==> src/rtl/usb_tx_packet_sequencer.sv <==
// USB full-speed transmit packet sequencer.
// Builds DATA0/DATA1/auto-toggle data packets and ACK/NAK/STALL handshakes
// as a byte stream: SYNC, PID, FIFO payload, CRC16. The stream then goes
// through a valid/ready handshake to the serializer, and EOP is requested
// from the line driver.
//
// Ports:
//   clk, n_rst                    clock, async active-low reset
//   tx_start/tx_type/tx_size      packet request (sampled only in IDLE)
//   fifo_rd_data/fifo_empty       FWFT TX FIFO head; fifo_rd_en pops it
//   byte_out/byte_valid/byte_ready  byte stream to serializer
//   eop_req/eop_done              EOP request / completion pulse
//   host_ack/toggle_clear         auto data-toggle control
//   busy/tx_done/tx_error         status; data_toggle = current auto toggle
module usb_tx_packet_sequencer #(
    parameter int          MAX_PAYLOAD = 64,
    parameter int          SIZE_W      = 7,
    parameter logic [7:0]  SYNC_BYTE   = 8'h80
) (
    input  logic              clk,
    input  logic              n_rst,
    input  logic              tx_start,
    input  logic [2:0]        tx_type,
    input  logic [SIZE_W-1:0] tx_size,
    input  logic [7:0]        fifo_rd_data,
    input  logic              fifo_empty,
    output logic              fifo_rd_en,
    output logic [7:0]        byte_out,
    output logic              byte_valid,
    input  logic              byte_ready,
    output logic              eop_req,
    input  logic              eop_done,
    input  logic              host_ack,
    input  logic              toggle_clear,
    output logic              busy,
    output logic              tx_done,
    output logic              tx_error,
    output logic              data_toggle
);

    localparam logic [2:0] T_DATA0 = 3'd1;
    localparam logic [2:0] T_DATA1 = 3'd2;
    localparam logic [2:0] T_AUTO  = 3'd3;
    localparam logic [2:0] T_ACK   = 3'd4;
    localparam logic [2:0] T_NAK   = 3'd5;
    localparam logic [2:0] T_STALL = 3'd6;

    localparam logic [SIZE_W-1:0] MAX_SZ = SIZE_W'(MAX_PAYLOAD);
    localparam logic [SIZE_W-1:0] ONE    = SIZE_W'(1);

    typedef enum logic [2:0] {
        S_IDLE, S_SYNC, S_PID, S_DATA, S_CRC_LO, S_CRC_HI, S_EOP
    } state_t;

    state_t            state_q, state_d;
    logic [3:0]        pid_q, pid_d;
    logic              hs_q, hs_d;          // handshake packet: no payload/CRC
    logic              auto_q, auto_d;      // packet uses the auto toggle
    logic [SIZE_W-1:0] size_q, size_d;
    logic [SIZE_W-1:0] cnt_q, cnt_d;
    logic [15:0]       crc_q, crc_d;
    logic              under_q, under_d;    // underrun: suppress tx_done
    logic              pend_q, pend_d;      // last completed packet was DATA_AUTO
    logic              toggle_q, toggle_d;
    logic              tx_done_q, tx_done_d;
    logic              tx_error_q, tx_error_d;
    logic              accept;
    logic              xfer;

    // Reflected CRC16 (poly A001), one byte per cycle, LSB first.
    function automatic logic [15:0] crc16_upd(input logic [15:0] c, input logic [7:0] d);
        logic [15:0] r;
        r = c;
        for (int i = 0; i < 8; i++) begin
            if (r[0] ^ d[i]) r = (r >> 1) ^ 16'hA001;
            else             r = r >> 1;
        end
        return r;
    endfunction

    // Byte stream decode
    always_comb begin
        byte_out   = 8'h00;
        byte_valid = 1'b0;
        case (state_q)
            S_SYNC: begin
                byte_valid = 1'b1;
                byte_out   = SYNC_BYTE;
            end
            S_PID: begin
                byte_valid = 1'b1;
                byte_out   = {~pid_q, pid_q};
            end
            S_DATA: begin
                byte_valid = !fifo_empty;
                byte_out   = fifo_rd_data;
            end
            S_CRC_LO: begin
                byte_valid = 1'b1;
                byte_out   = ~crc_q[7:0];
            end
            S_CRC_HI: begin
                byte_valid = 1'b1;
                byte_out   = ~crc_q[15:8];
            end
            default: ;
        endcase
    end

    assign xfer        = byte_valid && byte_ready;
    assign fifo_rd_en  = (state_q == S_DATA) && xfer;
    assign eop_req     = (state_q == S_EOP);
    assign busy        = (state_q != S_IDLE);
    assign tx_done     = tx_done_q;
    assign tx_error    = tx_error_q;
    assign data_toggle = toggle_q;

    // Next state
    always_comb begin
        state_d    = state_q;
        pid_d      = pid_q;
        hs_d       = hs_q;
        auto_d     = auto_q;
        size_d     = size_q;
        cnt_d      = cnt_q;
        crc_d      = crc_q;
        under_d    = under_q;
        pend_d     = pend_q;
        toggle_d   = toggle_q;
        tx_done_d  = 1'b0;
        tx_error_d = 1'b0;
        accept     = 1'b0;

        case (state_q)
            S_IDLE: begin
                if (tx_start) begin
                    case (tx_type)
                        T_DATA0, T_DATA1, T_AUTO: begin
                            if (tx_size > MAX_SZ) tx_error_d = 1'b1;
                            else                  accept     = 1'b1;
                        end
                        T_ACK, T_NAK, T_STALL: accept = 1'b1;
                        default: ;
                    endcase
                end
                if (accept) begin
                    state_d = S_SYNC;
                    hs_d    = (tx_type >= T_ACK);
                    auto_d  = (tx_type == T_AUTO);
                    size_d  = (tx_type >= T_ACK) ? '0 : tx_size;
                    cnt_d   = '0;
                    crc_d   = 16'hFFFF;
                    under_d = 1'b0;
                    pend_d  = 1'b0;
                    case (tx_type)
                        T_DATA0: pid_d = 4'h3;
                        T_DATA1: pid_d = 4'hB;
                        T_AUTO:  pid_d = toggle_q ? 4'hB : 4'h3;
                        T_ACK:   pid_d = 4'h2;
                        T_NAK:   pid_d = 4'hA;
                        default: pid_d = 4'hE;
                    endcase
                end
            end
            S_SYNC: if (xfer) state_d = S_PID;
            S_PID: begin
                if (xfer) begin
                    if (hs_q)               state_d = S_EOP;
                    else if (size_q != '0)  state_d = S_DATA;
                    else                    state_d = S_CRC_LO;
                end
            end
            S_DATA: begin
                if (fifo_empty) begin
                    // Truncated packet: the host drops it on the bad CRC.
                    state_d    = S_EOP;
                    under_d    = 1'b1;
                    tx_error_d = 1'b1;
                end else if (xfer) begin
                    crc_d = crc16_upd(crc_q, fifo_rd_data);
                    cnt_d = cnt_q + ONE;
                    if (cnt_q + ONE == size_q) state_d = S_CRC_LO;
                end
            end
            S_CRC_LO: if (xfer) state_d = S_CRC_HI;
            S_CRC_HI: if (xfer) state_d = S_EOP;
            S_EOP: begin
                if (eop_done) begin
                    state_d = S_IDLE;
                    if (!under_q) begin
                        tx_done_d = 1'b1;
                        pend_d    = auto_q;
                    end
                end
            end
            default: state_d = S_IDLE;
        endcase

        // An ack only counts against the last finished DATA_AUTO packet,
        // and not once a newer packet is being accepted.
        if (toggle_clear)
            toggle_d = 1'b0;
        else if (host_ack && pend_q && state_q == S_IDLE && !accept)
            toggle_d = ~toggle_q;
    end

    always_ff @(posedge clk or negedge n_rst) begin
        if (!n_rst) begin
            state_q    <= S_IDLE;
            pid_q      <= '0;
            hs_q       <= 1'b0;
            auto_q     <= 1'b0;
            size_q     <= '0;
            cnt_q      <= '0;
            crc_q      <= '0;
            under_q    <= 1'b0;
            pend_q     <= 1'b0;
            toggle_q   <= 1'b0;
            tx_done_q  <= 1'b0;
            tx_error_q <= 1'b0;
        end else begin
            state_q    <= state_d;
            pid_q      <= pid_d;
            hs_q       <= hs_d;
            auto_q     <= auto_d;
            size_q     <= size_d;
            cnt_q      <= cnt_d;
            crc_q      <= crc_d;
            under_q    <= under_d;
            pend_q     <= pend_d;
            toggle_q   <= toggle_d;
            tx_done_q  <= tx_done_d;
            tx_error_q <= tx_error_d;
        end
    end

endmodule

==> config.mk <==
export PLATFORM = sky130hd
export DESIGN_NAME = usb_tx_packet_sequencer
export DESIGN_NICKNAME = d
export VERILOG_FILES = /design/src/rtl/usb_tx_packet_sequencer.sv
export SDC_FILE = /design/constraint.sdc
export NUM_CORES = 1
export LEC_CHECK = 0
export CORE_AREA = 2 2 100 102
export DETAILED_ROUTE_END_ITERATION = 16
export DIE_AREA = 0 0 102 104
export HOLD_SLACK_MARGIN = 0.12
export SETUP_SLACK_MARGIN = 0.4
export SLEW_MARGIN = 0
export SYNTH_ARGS = -nofsm -noshare
export SYNTH_HDL_FRONTEND = slang
export SYNTH_SLANG_ARGS = --single-unit
==> constraint.sdc <==
create_clock -name clk -period 4.05 [get_ports clk]
set_input_delay 1.215 -clock clk [delete_from_list [all_inputs] [get_ports clk]]
set_output_delay 1.215 -clock clk [all_outputs]
set_load 0.02 [all_outputs]
---- Word level (Yosys, flattened, before mapping) ----
Index checks and enable logic that the tools add are counted.
W data, S select, Z words.
cells by class
  $add $sub $neg .......................... 1
  $lt $le $gt $ge ......................... 2
  eq/ne operators ......................... 25
  mux-type cells .......................... 75
  bitwise logic cells ..................... 20
  reductions and logical operators ........ 21
operators with widths
  cell                   count
  $mux W16               32
  $pmux W8 S5            1
  $mux W3                11
  $pmux W16 S2           1
  $mux W7                4
  $not A2 Y3             8
  $pmux W3 S7            1
  $pmux W4 S5            1
  $eq A3 B3 Y1 const B   6
  $ne A2 B2 Y1 const B   9
  $mux W1                17
  $not A8 Y8             2
  $pmux W7 S2            1
  $eq A3 B2 Y1 const B   4
  $pmux W1 S2            5
  $reduce_and A4 Y1      2
  $reduce_and A8 Y1      1
  $xor A1 B1 Y1          8
  $add A7 B1 Y7 const B  1
  $eq A7 B7 Y1           1
  $gt A7 B7 Y1 const B   1
  $reduce_bool A7 Y1     1
  $eq A3 B1 Y1 const B   2
  $reduce_bool A2 Y1     3
  other kinds (15)       21
storage, ports and cells
  flip-flop bits (word level) ............. 44
  output and inout bits ................... 15
  logic and storage cells ................. 156

---- Depth between registers and ports, before layout ----
  depth in word-level cells ............... 42
  gate-level depth with buffers ........... 9
  depth with buffers taken out ............ 7

---- Worst setup path after synthesis ----
No wires, ideal clock.
  path type ............................... input-to-output
  start ................................... input port fifo_empty
  end ..................................... output port fifo_rd_en
  data arrival time ....................... 2.223 ns
  path slack .............................. 0.612 ns
  cell stages on the path ................. 4
  path buffers ............................ 1
  cells stage by stage .................... nor3_1 nand2_1 inv_1 buf_1
between the ends
  cells in the longest elaborated chain, start to end .. 4
ends and longest elaborated chain
  what                 RTL line  text
  from (decl)          26        input logic fifo_empty,
  $logic_not A1 Y1     95        byte_valid = !fifo_empty;
  $pmux W1 S2          85        case (state_q)
  $logic_and A1 B1 Y1  110       assign xfer = byte_valid && byte_ready;
  $logic_and A1 B1 Y1  111       assign fifo_rd_en = (state_q == S_DATA) && xfer;
  to (decl)            27        output logic fifo_rd_en,
Every way passes these cells.

---- Worst setup path after layout ----
Same ends and word-level chain as after synthesis.

==> impl_metrics.csv <==
group,metric,value,unit
outcome,status,"completed",
drt,post-route-drc-count,0,
yosys,yosysMostFrequentCell,"dfrtp_1",
floorplanning,ios,41,
global_routing,globalRouteTotalUtil,13.2,%
power,p_sw_share,42.4,%
yosys,yosysWarnings,0,
clock_network,cts_buffers,5,
drt,avgRoutedWirePerCell,13.8,µm
drt,wl_met1,3.42,mm
yosys,yosys-top-cells-area,"dfrtp_1, xnor2_1, a21oi_1, nand2_1, o21ai_0",
layout,layout-drive-gt1-share,13.2,%
clock_network,cts_tree,"done",
clock_network,clock-root-buffer,"clkbuf_8",
hold_path,hold_class,"reg2reg",
global_routing,overflow,0,
layout,nets,378,
drt,top_layer,"met4",
power,cellPowerDensity,660,mW/mm²
critical_path,worst-setup-path-type,"in2out",
sta,setup_slack,485,ps
critical_path,worstPathArrival,2350,ps
floorplanning,fp.dieArea,0.0106,mm²
yosys,syn_area,0.00270,mm²
floorplanning,start_util,28.3,%
sta,final-hold-violation-count,0,
power,pwr-share-seq,32.9,%
power,leakage,1.40,nW
yosys,synth-edff-count,0,
critical_path,r2r-end,"cnt_q[6]$_DFFE_PN0P_",
critical_path,slowest_delay,450,ps
yosys,syn_inst,299,
yosys,post_synth_num_cell_types,47,
yosys,ys_seq_elements,44,
drt,drtPass1Iterations,4,
sta,max_freq,0.281,GHz
yosys,yosys.area.top_type_share,40.8,%
critical_path,critPathLaunchType,"input pin",
clock_network,cts.htree.levels,2,
place,io_buffers,40,
layout,n_antenna_cell,0,
critical_path,critPathCaptureType,"primary output",
place,dpl-instance-area,0.00331,mm²
power,power.total,0.00222,W
layout,fin_area,0.00337,mm²
power,clkPwrFrac,15.1,%
drt,dr_wl_met3,303,µm
clock_network,path_clk_slew,80,ps
critical_path,worstPathRequired,2830,ps
drt,viasPerCell,4.79,
yosys,synth_ff_type,"dfrtp_1",
power,p_comb_share,52.0,%
drt,antenna_left,0,
sta,fin_skew,10.7,ps
global_routing,grt_pass1_vias,2225,
yosys,synth_common_cells,"dfrtp_1, nand2_1, nor2_1",
critical_path,r2r_slack,1730,ps
place,gp_congestion,0.837,
global_routing,antenna_found_initial,0,
drt,vias,2302,
drt,drt-total-wl,6.65,mm
clock_network,cts_sinks,44,
sta,slew_headroom,32.8,%
flow_run,maxCapViolations,0,
sta,final_max_slew_viol_count,0,
floorplanning,rows,36,
drt,dr.first_iter.drc_count,119,
hold_path,hold_depth,1,
global_routing,grt_pass1_wl,11.2,mm
place,place_worst_setup_slack,37.2,ps
floorplanning,dieWidth,102,µm
hold_path,hold_end,"pid_q[1]$_DFFE_PN0P_",
sta,tightestPinTransition,1010,ps
yosys,synth_fp_nets,330,
drt,wl_met2,2.89,mm
yosys,seq_area_frac_synth,40.8,%
layout,fin_util,35.3,%
clock_network,ctsLongestPathBuffers,2,
yosys,postSynthAreaPerCell,9.03,µm²
global_routing,grt_max_degree,45,
power,switchingPower,0.000942,W
sta,timing.final.crit_share,88.0,%
sta,setup_tns,0,ps
floorplanning,core-area,0.00955,mm²
layout,area_growth,24.7,%
power,internal_power,0.00128,W
hold_path,worstHoldStart,"pid_q[1]$_DFFE_PN0P_",
place,dp_hpwl,4.98,mm
sta,rsz0062_at_grt,"true",
clock_network,hold_buffers,0,
critical_path,worstReg2RegStart,"state_q[1]$_DFFE_PN0P_",
critical_path,slowest_stage,"clkdlybuf4s50_1",
yosys,synth-async-reset-ratio,100,%
yosys,yosys.area.top_type,"dfrtp_1",
sta,setup_viol,0,
critical_path,cp_max_fo,4,
critical_path,cp_cell_sequence,"clkdlybuf4s50_1 > nor3_1 > buf_4 > nand2_1 > inv_1 > clkbuf_2",
power,ir_worst_vdd,0.234,mV
sta,finalCriticalPeriod,3560,ps
floorplanning,die_h,104,µm
critical_path,rr_worst_depth,9,
clock_network,clk_latency,290,ps
[registers in the layout, summed over array words and instances (netlist names)]
name         flops
auto_q           1
cnt_q            7
crc_q           16
data_toggle      1
hs_q             1
pend_q           1
pid_q            4
size_q           7
state_q          3
tx_done          1
tx_error         1
under_q          1
[layout by cell type (no fill, tap or decap), types with 3 or more instances in the layout]
| cell type | count |
|---|---|
| dfrtp_1 | 44 |
| nand2b_1 | 3 |
| and3b_1 | 3 |
| nand3_1 | 6 |
| buf_2 | 3 |
| nand2_1 | 36 |
| and3_1 | 4 |
| o21ai_0 | 27 |
| inv_1 | 10 |
| o22a_2 | 7 |
| nor2_1 | 30 |
| o31ai_1 | 5 |
| clkdlybuf4s50_1 | 29 |
| ha_1 | 5 |
| xnor2_1 | 19 |
| mux2i_1 | 10 |
| nor3_1 | 4 |
| buf_4 | 14 |
| xor2_1 | 11 |
| clkbuf_8 | 5 |
| clkbuf_2 | 8 |
| a21oi_1 | 27 |
[power groups by stage]
stage	Clock [W]	Combinational, W	Sequential [W]
after global routing	0.000363	0.00129	0.000755
after detailed placement	0	0.00121	0.000740
final	0.000335	0.00116	0.000732
after global placement	0	0.00120	0.000737
after floorplan	0	0.000883	0.000677
after CTS	0.000342	0.00119	0.000732
[routing by layer]
metal	GRT usage [%]	vias up
met5	0	-
met4	2.57	0
met3	2.28	4
met2	19.8	57
met1	19.9	1096
li1	-	1145
[critical path: cells and delay by family]
kind          cells  cell delay (ps)
simple gates      2              250
buf+inv           4              880
[logic make-up (layout without fill, tap and decap cells)]
family                     Yosys count  in the layout  share of synthesized area (%)
xor gates and xnor gates            32             32                           11.4
DFF                                 44             44                           40.8
muxes                               10             10                           3.71
AOI/OAI and AO/OA                   86             86                           21.5
and+or+nand+nor                     98             98                           16.7
adders and majority gates            5              5                           2.32
buffers and inverters               24             73                           3.66
[through the flow]
stage	cells	hold WS (ps)
2_1_floorplan	299	435
3_3_place_gp	473	456
3_5_place_dp	473	464
4_1_cts	481	486
5_1_grt	481	522
6_report	481	490
[worst max path at each step]
stage          startpoint    endpoint  depth (start not counted)
5_1_grt        fifo_empty  fifo_rd_en                          6
2_1_floorplan  fifo_empty  fifo_rd_en                          4
6_report       fifo_empty  fifo_rd_en                          6
3_3_place_gp   fifo_empty  fifo_rd_en                          6
3_5_place_dp   fifo_empty  fifo_rd_en                          6
4_1_cts        fifo_empty  fifo_rd_en                          6
[what timing repair did]
item,4_1_cts,5_1_grt
endpoints found under the setup margin,10,10
endpoints found under the hold margin,0,0
gates resized for setup,16,16
setup buffers,0,0
[layout make-up]
type                       instances  area (µm²)
fill                            1037        6180
multi-input combinational        231        1500
sequential                        44        1100
timing repair buffer              54         450
tap                              133         166
clock buffer                       6        72.6
inverter                          11        41.3
clock inverter                     2        35.0
Note: power is estimated with default switching activity, not from simulation.
